<file path="src/rtl/switch_arbiter_if.sv">
`default_nettype none
// ============================================================================
// switch_arbiter_if : requester/output bundle shared by the switch arbiter.
// Rev 1.0
// ============================================================================
interface switch_arbiter_if #(
  parameter int NUM_PORTS = 4
) ();
  logic [NUM_PORTS-1:0]   req_valid;
  logic [4*NUM_PORTS-1:0] req_source;
  logic [4*NUM_PORTS-1:0] req_target;
  logic [8*NUM_PORTS-1:0] req_data;
  logic [NUM_PORTS-1:0]   req_ready;
  logic [NUM_PORTS-1:0]   out_valid;
  logic [4*NUM_PORTS-1:0] out_source;
  logic [4*NUM_PORTS-1:0] out_target;
  logic [8*NUM_PORTS-1:0] out_data;

  modport master (
    output req_valid, req_source, req_target, req_data,
    input  req_ready, out_valid, out_source, out_target, out_data
  );

  modport slave (
    input  req_valid, req_source, req_target, req_data,
    output req_ready, out_valid, out_source, out_target, out_data
  );
endinterface
`default_nettype wire

</file>
<file path="src/rtl/switch_arbiter.sv">
`default_nettype none
// ============================================================================
// switch_arbiter : per-output round-robin arbiter, IDLE/SEND cadence per port.
// Optional saturating drop counter when SWITCH_ARB_DROP_CNT_EN is defined.
// Rev 1.0
// ============================================================================
module switch_arbiter #(
  parameter int NUM_PORTS = 4
) (
  input  wire logic       clk,
  input  wire logic       rst_n,
  switch_arbiter_if.slave bus
`ifdef SWITCH_ARB_DROP_CNT_EN
  ,
  output logic [7:0]      drop_count
`endif
);
  localparam int PTR_W = (NUM_PORTS > 1) ? $clog2(NUM_PORTS) : 1;

  typedef enum logic [0:0] {
    ST_IDLE = 1'b0,
    ST_SEND = 1'b1
  } state_e;

  state_e                          state_q [NUM_PORTS];
  state_e                          state_d [NUM_PORTS];
  logic [NUM_PORTS-1:0][PTR_W-1:0] rr_ptr_q, rr_ptr_d;
  logic [4*NUM_PORTS-1:0]          src_q, src_d;
  logic [4*NUM_PORTS-1:0]          tgt_q, tgt_d;
  logic [8*NUM_PORTS-1:0]          data_q, data_d;
  logic [NUM_PORTS-1:0]            grant_ready;
  logic [NUM_PORTS-1:0]            bad_tgt;
  logic                            found;
  int                              win;
  int                              idx;

  always_comb begin
    bad_tgt = '0;
    for (int i = 0; i < NUM_PORTS; i++) begin
      bad_tgt[i] = bus.req_valid[i] &&
                   ({1'b0, bus.req_target[4*i +: 4]} >= 5'(NUM_PORTS));
    end
  end

  // Per-output scan starting at rr_ptr; only an IDLE output may grant.
  always_comb begin
    state_d     = state_q;
    rr_ptr_d    = rr_ptr_q;
    src_d       = src_q;
    tgt_d       = tgt_q;
    data_d      = data_q;
    grant_ready = '0;
    found       = 1'b0;
    win         = 0;
    idx         = 0;
    for (int j = 0; j < NUM_PORTS; j++) begin
      if (state_q[j] == ST_SEND) begin
        state_d[j] = ST_IDLE;
      end else begin
        found = 1'b0;
        win   = 0;
        for (int k = 0; k < NUM_PORTS; k++) begin
          idx = (int'(rr_ptr_q[j]) + k) % NUM_PORTS;
          if (!found && bus.req_valid[idx] &&
              (bus.req_target[4*idx +: 4] == 4'(j))) begin
            found = 1'b1;
            win   = idx;
          end
        end
        if (found) begin
          state_d[j]          = ST_SEND;
          grant_ready[win]    = 1'b1;
          src_d[4*j +: 4]     = bus.req_source[4*win +: 4];
          tgt_d[4*j +: 4]     = bus.req_target[4*win +: 4];
          data_d[8*j +: 8]    = bus.req_data[8*win +: 8];
          rr_ptr_d[j]         = PTR_W'((win + 1) % NUM_PORTS);
        end
      end
    end
  end

  always_ff @(posedge clk) begin
    if (!rst_n) begin
      for (int j = 0; j < NUM_PORTS; j++) begin
        state_q[j] <= ST_IDLE;
      end
      rr_ptr_q <= '0;
      src_q    <= '0;
      tgt_q    <= '0;
      data_q   <= '0;
    end else begin
      state_q  <= state_d;
      rr_ptr_q <= rr_ptr_d;
      src_q    <= src_d;
      tgt_q    <= tgt_d;
      data_q   <= data_d;
    end
  end

  // Invalid-target packets are swallowed immediately; nothing accepts while in reset.
  assign bus.req_ready = rst_n ? (grant_ready | bad_tgt) : '0;

  always_comb begin
    bus.out_valid = '0;
    for (int j = 0; j < NUM_PORTS; j++) begin
      bus.out_valid[j] = (state_q[j] == ST_SEND);
    end
  end

  assign bus.out_source = src_q;
  assign bus.out_target = tgt_q;
  assign bus.out_data   = data_q;

`ifdef SWITCH_ARB_DROP_CNT_EN
  logic [7:0] drop_count_q, drop_count_d;
  int         drop_sum;

  always_comb begin
    drop_sum = int'(drop_count_q) + $countones(bad_tgt);
    drop_count_d = (drop_sum > 255) ? 8'hFF : 8'(drop_sum);
  end

  always_ff @(posedge clk) begin
    if (!rst_n) begin
      drop_count_q <= '0;
    end else begin
      drop_count_q <= drop_count_d;
    end
  end

  assign drop_count = drop_count_q;
`endif

endmodule
`default_nettype wire

</file>
<file path="src/flat_wrapper.sv">
// flat-port wrapper written by rule: the top's interface ports become plain ports
module switch_arbiter_flat 
#(
  parameter int NUM_PORTS = 4
)
  (clk, rst_n, bus_req_valid, bus_req_source, bus_req_target, bus_req_data, bus_req_ready, bus_out_valid, bus_out_source, bus_out_target, bus_out_data);
  switch_arbiter_if #(.NUM_PORTS(NUM_PORTS)) bus_i ();
  input  wire logic clk;
  input  wire logic rst_n;
  input wire logic [$bits(bus_i.req_valid)-1:0] bus_req_valid;
  input wire logic [$bits(bus_i.req_source)-1:0] bus_req_source;
  input wire logic [$bits(bus_i.req_target)-1:0] bus_req_target;
  input wire logic [$bits(bus_i.req_data)-1:0] bus_req_data;
  output wire logic [$bits(bus_i.req_ready)-1:0] bus_req_ready;
  output wire logic [$bits(bus_i.out_valid)-1:0] bus_out_valid;
  output wire logic [$bits(bus_i.out_source)-1:0] bus_out_source;
  output wire logic [$bits(bus_i.out_target)-1:0] bus_out_target;
  output wire logic [$bits(bus_i.out_data)-1:0] bus_out_data;
  assign bus_i.req_valid = bus_req_valid;
  assign bus_i.req_source = bus_req_source;
  assign bus_i.req_target = bus_req_target;
  assign bus_i.req_data = bus_req_data;
  assign bus_req_ready = bus_i.req_ready;
  assign bus_out_valid = bus_i.out_valid;
  assign bus_out_source = bus_i.out_source;
  assign bus_out_target = bus_i.out_target;
  assign bus_out_data = bus_i.out_data;
  switch_arbiter #(.NUM_PORTS(NUM_PORTS)) u_core (.clk(clk), .rst_n(rst_n), .bus(bus_i));
endmodule
</file>
<file path="config.mk">
export PLATFORM = sky130hd
export DESIGN_NAME = switch_arbiter_flat
export DESIGN_NICKNAME = d
export VERILOG_FILES = /design/src/rtl/switch_arbiter_if.sv /design/src/rtl/switch_arbiter.sv /design/src/flat_wrapper.sv
export SDC_FILE = /design/constraint.sdc
export NUM_CORES = 1
export LEC_CHECK = 0
export BUFFER_PORTS_ARGS = -buffer_cell sky130_fd_sc_hd__buf_4
export CAP_MARGIN = 15
export CORE_MARGIN = 3
export CORE_UTILIZATION = 48
export DETAILED_ROUTE_END_ITERATION = 6
export PLACE_DENSITY = 0.89
export SLEW_MARGIN = 20
export SYNTH_ARGS = -nofsm -noshare
export SYNTH_HDL_FRONTEND = slang
export SYNTH_SLANG_ARGS = --single-unit
</file>
<file path="constraint.sdc">
create_clock -name clk -period 2.8 [get_ports clk]
set_input_delay 0.42 -clock clk [delete_from_list [all_inputs] [get_ports clk]]
set_output_delay 0.42 -clock clk [all_outputs]
set_load 0.02 [all_outputs]
</file>
[Word level (Yosys, flattened, before mapping)]
Cells that the tools add are included.
Storage, ports and cells
  output and inout port bits: 72
  register bits: 76
  logic and storage cells: 314
  input port bits: 70
Operators by class
  shift operators: 28
  reduce and logical (&&, ||, !) cells: 72
  eq/ne operators: 12
  bitwise gates (word level): 21
  magnitude comparators: 28
  muxes and demuxes: 117
  add/subtract/negate cells: 16
Operators by type and width (count)
  $mux W32: 16
  $shiftx A16 B32 Y4: 8
  $shiftx A16 B5 Y4: 16
  $ge A32 B1 Y1 const B: 4
  $lt A32 B4 Y1 const B: 4
  $shiftx A32 B32 Y8: 4
  $mux W1: 68
  $lt A3 B4 Y1 const B: 12
  $logic_and A1 B1 Y1: 36
  $mux W4: 9
  $bmux W1 S2: 16
  $eq A4 B2 Y1 const B: 8
  $reduce_or A2 Y1: 16
  $add A2 B2 Y2 const B: 12
  $eq A4 B1 Y1 const B: 4
  $ge A4 B3 Y1 const B: 4
  $logic_not A4 Y1: 4
  $or A4 B4 Y4: 4
  $and A1 B1 Y1 const A: 12
  $logic_not A1 Y1: 12
  $lt A2 B3 Y1 const B: 4
  $add A2 B1 Y2 const B: 4
  $demux W1 S2: 4
  $mux W2: 4
  other kinds (2): 9

[Depth between registers and ports, before layout]
Gate-level depths: netlist (run 1).
  depth after elaboration: 37
  mapped depth: 11
  depth with buffers taken out: 8

[Worst setup path before layout (run 1)]
Ideal clock, no wire load.
  path kind: input to output
  start point: input bus_req_target[0]
  end point: output bus_req_ready[1]
  data arrival time: 2.614 ns
  path slack: -0.234 ns
  data required time: 2.380 ns
  stages on the path: 10
  buffers on the path: 2
  cell sequence: or4b_1 buf_2 o32ai_1 nand3_1 and2_0 buf_2 inv_1 ha_1 a22oi_1 a41oi_1
On the way
  longest elaborated chain between the ends: 37
  elaborated cells between the ends (all ways): 157
  classes of those cells: order compare (8); eq/ne (12); shift (16); mux (69); bitwise (4); reduce/logical (48)
Ends and longest elaborated chain
  from (decl): RTL line flat_wrapper.sv:12  | input wire logic [$bits(bus_i.req_target)-1:0] bus_req_target;
  $shiftx A16 B5 Y4: RTL line switch_arbiter.sv:65  | (bus.req_target[4*idx +: 4] == 4'(j))) begin
  $logic_not A4 Y1: RTL line switch_arbiter.sv:65
  $logic_and A1 B1 Y1: RTL line switch_arbiter.sv:64  | if (!found && bus.req_valid[idx] &&
  $mux W1: RTL line switch_arbiter.sv:64
  $mux W1: RTL line switch_arbiter.sv:57  | if (state_q[j] == ST_SEND) begin
  $logic_not A1 Y1: RTL line switch_arbiter.sv:64
  $logic_and A1 B1 Y1 (2 in series): RTL line switch_arbiter.sv:64
  $mux W1: RTL line switch_arbiter.sv:64
  [20 not listed]
  $or A4 B4 Y4 (no line)
  $mux W4: RTL line switch_arbiter.sv:70  | if (found) begin
  $mux W4: RTL line switch_arbiter.sv:57
  $or A4 B4 Y4 (no line)
  $mux W4: RTL line switch_arbiter.sv:70
  $mux W4 (*): RTL line switch_arbiter.sv:57
  $or A4 B4 Y4 (*): RTL line switch_arbiter.sv:101  | assign bus.req_ready = rst_n ? (grant_ready | bad_tgt) : '0;
  $mux W4 (*): RTL line switch_arbiter.sv:101
  to (decl): RTL line flat_wrapper.sv:14  | output wire logic [$bits(bus_i.req_ready)-1:0] bus_req_ready;
Mark *: on every way between the ends. The rest lies on a longest branch, timed or not. The select of a mux whose other input is x is not followed.

[Worst setup path in the final report (run 1)]
  start point: input bus_req_target[3]
  end point: output bus_req_ready[1]
Same word-level chain as after synthesis.

==> results.md, run 1 <==
* Result of the run: finished with violations
* Violated checks: negative setup slack
* Final Core Density at 0.709
* First-pass GRT wire length at 30.8 mm
* Met1 Resource Use GR at 0.487
* Port buffer count at around 140
* DR pass1 iterations at 6
* Site Rows at 36
* Most used cells in the layout excluding fill and tap cells: 206 x sky130_fd_sc_hd__buf_4, 84 x sky130_fd_sc_hd__a21oi_1, 76 x sky130_fd_sc_hd__dfxtp_1
* Starting density of the core at 0.502
* Met3 Resource Use GR at 0.101
* Hold-fix buffers, CTS at 0
* DR vias at 6215
* Die height at 108 um
* Total clock buffers created by CTS at 9
* Worst slew margin relative to its limit at 0.290
* Power Total at between 2 and 3 mW
* Post-detailed-route DRC marker count at 0
* Cells along the critical path: buf_6 > buf_6 > or4b_4 > buf_6 > o32ai_2 > a21oi_2 > o22ai_2 > nand3_1 > a41oi_2 > buf_4
* Avg Vias per Cell at 6.43
* Leakage dissipation at approximately 3.0 nW
* Initial antenna violation count at 0
* Post-synth top area share at 0.306
* Average wire per standard cell at 21.8 um
* Syn_nets at 744
* Synth unique cells at between 50 and 60
* Antenna diode count at 0
* Via count of the first global-routing pass at 5716
* Proportion of synthesized chip area in sequential cells at 0.306
* Fraction of the cycle the final worst path needs at 1.04
* Critical Path AT at approximately 2500 ps
* Peak supply drop at 0.218 mV
* Antenna-violating nets left at 0
* GR Util All Layers at 0.342
* Clock tree from TritonCTS: built
* Routed WL at between 20 and 25 mm
* Final count of hold timing violations at 0
* Library cell occupying the most area in the post-synthesis netlist: sky130_fd_sc_hd__dfxtp_1
* Final Instance Count excl. Fillers at 966
* Fraction of registers with async set/reset at 0
* Min cycle time layout at approximately 2900 ps
* Register bit total from synthesis at 76
* Maximum net fanout on the critical path at 6
* Ratio of cells with drive above 1 in the final layout at 0.341
* Capturing element type of the critical path: output port
* Final max-slew violation count at 0
* Largest clock skew in the final design at 12.2 ps
* Clock sink total at 76
* Synth area leaders: sky130_fd_sc_hd__dfxtp_1 31%, sky130_fd_sc_hd__a21oi_1 8.8%, sky130_fd_sc_hd__o211ai_1 6.2%
* Ys flop type: sky130_fd_sc_hd__dfxtp_1
* Classification of the worst-slack hold path: in2reg
* Total power per unit cell area at roughly 400 nW/um2
* Clock-pin slew reported for the worst setup and hold paths after clock tree synthesis at ~90 ps
* Clock Tree Buf Depth at 2
* Stage delay of the slowest cell on the critical path at 580 ps
* Die Wd at around 110 um
* Met2 usage at 0.486
* Most used cell along the critical path: sky130_fd_sc_hd__buf_6
* Largest net degree at the start of global routing at 37
* GR peak layer: met1
* Commonest non-fill, non-tap cell in the layout: sky130_fd_sc_hd__buf_4
* Worst-Skew Late Latency at 370 ps
* FILL cells at 805
* Placed cell area at roughly 6500 um2
* Total Neg Setup Slack at -171 ps
* Die Area at around 12000 um2
* Dpl cells at between 900 and 1000
* Yosys warning count at 0
* Count of H-tree levels built during CTS at 3
* Post-route cell area at 7020 um2
* Initial detailed-routing violation count at ~730
* Achievable Freq at 345 MHz
* Class of the most critical setup path: in2out
* Dpl hpwl at 14.8 mm
* Post-synthesis area per instance at approximately 7.5 um2
* Critical Path Slowest Stage Cell: sky130_fd_sc_hd__or4b_4
* Setup slack after layout at -100 ps
* Number of maximum-capacitance violations at 0
* Root Buffer: sky130_fd_sc_hd__clkbuf_8
* Setup violators final at 4
* Element type at the critical path start: primary input
* Final net count at 910
* Synth Cell Area at between 4000 and 5000 um2
* Data required time of the worst path at ~2400 ps
* RSZ-0062 raised after global routing: true
* Grt total ovfl at 0
* Cell count after synthesis at ~660
* Number of enable flip-flop cells after synthesis at 0
* Final GP Congestion at between 1 and 1.5
* Transition at the pin with the smallest max-transition slack at approximately 1100 ps
* Area of the placeable core at between 9000 and 10000 um2
* Count of pins on the block boundary at about 140
* Area growth from synthesis to final layout at 41.1%
worst max-delay path, delay by kind of cell:
family | cells | cell delay (ps)
AOI/OAI and AO/OA | 4 | 800
and+or+nand+nor | 2 | 700
buffers and inverters | 4 | 560
cell usage after synthesis, types with 7 or more instances:
master and n:
sky130_fd_sc_hd__nor2_1 24, sky130_fd_sc_hd__nor3_1 17, sky130_fd_sc_hd__clkbuf_1 39, sky130_fd_sc_hd__o21a_1 14, sky130_fd_sc_hd__nand3_1 22, sky130_fd_sc_hd__and3_1 43
sky130_fd_sc_hd__a22oi_1 7, sky130_fd_sc_hd__nand2_1 55, sky130_fd_sc_hd__a211oi_1 32, sky130_fd_sc_hd__inv_1 37, sky130_fd_sc_hd__and2_1 7, sky130_fd_sc_hd__buf_2 14
sky130_fd_sc_hd__ha_1 12, sky130_fd_sc_hd__a21oi_1 88, sky130_fd_sc_hd__o21ai_0 44, sky130_fd_sc_hd__o211ai_1 41, sky130_fd_sc_hd__dfxtp_1 76, sky130_fd_sc_hd__o31ai_1 11
sky130_fd_sc_hd__mux2i_1 10
through the flow:
stage          hold slack, ps  worst slack [ps]
2_1_floorplan             487             -10.7
3_3_place_gp              443              -117
3_5_place_dp              447              -199
4_1_cts                   374             -42.4
5_1_grt                   395              -118
6_report                  387              -100
routing by layer:
| layer | up-vias | part of all wire |
|---|---|---|
| li1 | 2789 | - |
| met1 | 2890 | 0.41 |
| met2 | 458 | 0.43 |
| met3 | 78 | 0.13 |
| met4 | 0 | 0.034 |
| met5 | - | 0 |
power breakdown:
group	internal (mW)	switching (mW)	leakage, nW
clock network	0.553	0.458	0.116
logic	0.276	0.387	2.26
registers	1.13	0.0395	0.617
worst paths after layout:
kind / endpoint / startpoint / cells past startpoint / slack, ps
hold reg to reg: u_core.bus.out_target[7] / u_core.bus.out_target[7] / 1 / 470
setup / recovery: bus_req_ready[1] / bus_req_target[3] / 10 / -100
setup reg to reg: u_core.bus.out_data[7] / u_core.rr_ptr_q[1] / 8 / 580
hold / removal: u_core.bus.out_source[10] / bus_req_source[14] / 3 / 390
repair_timing:
action,CTS,global route
endpoints found under the setup margin,4,4
pin swaps,9,13
resized for setup,20,28
buffers inserted,3,6
logic make-up (layout without fill, tap and decap cells):
logic type,Yosys count,count (layout),share of synthesized area
compound gates,273,273,0.357
simple gates,198,198,0.211
buf+inv,93,264,0.0759
flops,76,76,0.306
fa+ha+maj,12,12,0.0302
mux,10,10,0.0201
cell type report:
| class | count | area (um2) | area share |
|---|---|---|---|
| repair buffers | 210 | 1590 | 0.227 |
| clock inverters | 5 | 81.3 | 0.0116 |
| clock buffers | 11 | 151 | 0.0216 |
| multi-input cells | 493 | 3370 | 0.480 |
| inverters | 38 | 143 | 0.0203 |
| flip-flops and latches | 76 | 1520 | 0.217 |
| well taps | 133 | 166 | 0.0237 |
sequential cells by signal, summed over array words and instances (netlist names):
register               count
u_core.bus.out_valid       4
u_core.rr_ptr_q            8
u_core.bus.out_data       32
u_core.bus.out_source     16
u_core.bus.out_target     16
(Power assumes the default switching activity.)
==> run 2, diff against run 1 <==
Settings changed: REMOVE_ABC_BUFFERS from default to 1.
==> run 2 against run 1 <==
The flow still finishes with violations (negative setup slack). Critical path type unchanged. Register-to-register slack better by 210 ps. Non-clock buffer count grew 21. Flip-flop and latch count did not move. Setup slack got worse by 2.4 ps. Critical path depth increased by 2. Largest power group unchanged.
==> results.md, run 2 (same netlist as run 1, synthesis figures left out) <==
* Average wire per standard cell at 20.9 um
* Final count of hold timing violations at 0
* Clock Tree Buf Depth at 2
* Die Wd at between 100 and 150 um
* RSZ-0062 raised after global routing: true
* DR vias at between 6000 and 7000
* Initial antenna violation count at 0
* Most used cells in the layout excluding fill and tap cells: 224 x sky130_fd_sc_hd__buf_4, 85 x sky130_fd_sc_hd__a21oi_1, 76 x sky130_fd_sc_hd__dfxtp_1
* Peak supply drop at 0.220 mV
* Number of maximum-capacitance violations at 0
* Dpl cells at roughly 960
* Data required time of the worst path at 2380 ps
* Transition at the pin with the smallest max-transition slack at 792 ps
* Largest clock skew in the final design at about 13 ps
* Routed WL at about 21 mm
* Ratio of cells with drive above 1 in the final layout at 0.356
* Setup slack on the worst flop-to-flop path at roughly 790 ps
* Total Neg Setup Slack at -271 ps
* Grt total ovfl at 0
* Clock tree from TritonCTS: built
* Root Buffer: sky130_fd_sc_hd__clkbuf_8
* Port buffer count at 141
* Initial detailed-routing violation count at between 700 and 800
* First-pass GRT wire length at 31.5 mm
* GR peak layer: met2
* Critical Path AT at about 2500 ps
* Worst slew margin relative to its limit at 0.472
* Violated checks: negative setup slack
* Post-detailed-route DRC marker count at 0
* Capturing element type of the critical path: output port
* Met3 Resource Use GR at 0.0732
* Met2 usage at 0.548
* Post-route worst hold slack at 387 ps
* FILL cells at between 700 and 800
* Area of the placeable core at about 9900 um2
* Achievable Freq at approximately 340 MHz
* Commonest non-fill, non-tap cell in the layout: sky130_fd_sc_hd__buf_4
* Final GP Congestion at about 0.96
* Antenna-violating nets left at 0
* Flip-flop count of the largest register, all copies and words added at 32
* Worst-Skew Late Latency at 370 ps
* Class of the most critical setup path: in2out
* Result of the run: finished with violations
* Via count of the first global-routing pass at a little over 6000
* Antenna diode count at 0
* Clock-pin slew reported for the worst setup and hold paths after clock tree synthesis at around 80 ps
* Element type at the critical path start: primary input
* Total clock buffers created by CTS at 9
* Avg Vias per Cell at about 6.5
* Hold-fix buffers, CTS at 0
* Starting density of the core at 0.502
* Maximum net fanout on the critical path at 4
* Power Total at between 2 and 3 mW
* Die height at 108 um
* DR pass1 iterations at 5
* Final net count at 931
* Dpl hpwl at approximately 14 mm
* Leakage dissipation at 3.07 nW
* Count of pins on the block boundary at 142
* Clock sink total at between 70 and 80
* Setup slack after layout at -103 ps
* Area growth from synthesis to final layout at 43.0%
* GR Util All Layers at 0.345
* Total power per unit cell area at 379 nW/um2
* Classification of the worst-slack hold path: in2reg
* Met1 Resource Use GR at 0.429
* Site Rows at 36
* Fraction of the cycle the final worst path needs at 1.04
* Largest net degree at the start of global routing at 37
* Min cycle time layout at 2900 ps
* Die Area at 11600 um2
* Final Instance Count excl. Fillers at approximately 990
* Count of H-tree levels built during CTS at 3
* Final max-slew violation count at 0
* Setup violators final at 4
## run 2: cell count changes in the layout (fill, tap and decap cells not counted), moves of 3 or more
| cell | change |
|---|---|
| sky130_fd_sc_hd__nand3_1 | +5 |
| sky130_fd_sc_hd__nor4b_2 | +4 |
| sky130_fd_sc_hd__nor4b_1 | -4 |
| sky130_fd_sc_hd__buf_4 | +18 |
| sky130_fd_sc_hd__nand3_2 | -4 |
| sky130_fd_sc_hd__buf_6 | +3 |
## run 2: routing by layer
layer	part of all wire	up-vias
met2	0.46	505
met4	0.043	0
met5	0	-
met1	0.37	2943
li1	-	2825
met3	0.13	105
## run 2: path summary, 6_finish.rpt
check / start / to / cells past startpoint
hold / removal: bus_req_source[11] / u_core.bus.out_source[7] / 3
setup / recovery: bus_req_target[3] / bus_req_ready[0] / 12
hold reg to reg: u_core.bus.out_target[7] / u_core.bus.out_target[7] / 1
setup reg to reg: u_core.rr_ptr_q[1] / u_core.bus.out_data[0] / 6
## run 2: cell type report
type | instances | area [um2] | share of cell area
Clock buffer | 11 | 141 | 0.0199
Clock inverter | 5 | 60.1 | 0.00844
Tap cell | 133 | 166 | 0.0234
Multi-Input combinational cell | 493 | 3330 | 0.467
Timing Repair Buffer | 231 | 1760 | 0.247
Sequential cell | 76 | 1520 | 0.214
Inverter | 38 | 143 | 0.0200
## run 2: metrics by stage
stage                     setup slack [ps]  instance area [um2]   util
final                                 -103                 7120  0.718
after global routing                  -160                 7120  0.718
after CTS                            -86.8                 7010  0.707
after detailed placement              -266                 6610  0.667
after global placement                -256                 6610  0.667
after floorplan                      -1090                 4740      -
## run 2: power by group
| part | internal [mW] | switching [mW] | total (mW) |
|---|---|---|---|
| clock | 0.440 | 0.434 | 0.873 |
| sequential | 1.13 | 0.0419 | 1.17 |
| combinational | 0.286 | 0.370 | 0.656 |
| total | 1.85 | 0.845 | 2.70 |
## run 2: worst max-delay path, stage by stage
cell,delay (ps)
sky130_fd_sc_hd__buf_6,100
sky130_fd_sc_hd__buf_6,110
sky130_fd_sc_hd__nand4bb_1,190
sky130_fd_sc_hd__buf_6,150
sky130_fd_sc_hd__buf_6,120
sky130_fd_sc_hd__or3_4,340
sky130_fd_sc_hd__a21oi_4,140
sky130_fd_sc_hd__a211o_1,210
sky130_fd_sc_hd__ha_2,210
sky130_fd_sc_hd__a22oi_2,80
sky130_fd_sc_hd__a41oi_2,240
sky130_fd_sc_hd__buf_4,180
## run 2: repair_timing
item                       CTS  global route
pin swaps                   12            17
setup buffers                6             3
setup endpoints to repair    4             4
resized for setup           32            20
cloned                       0             0
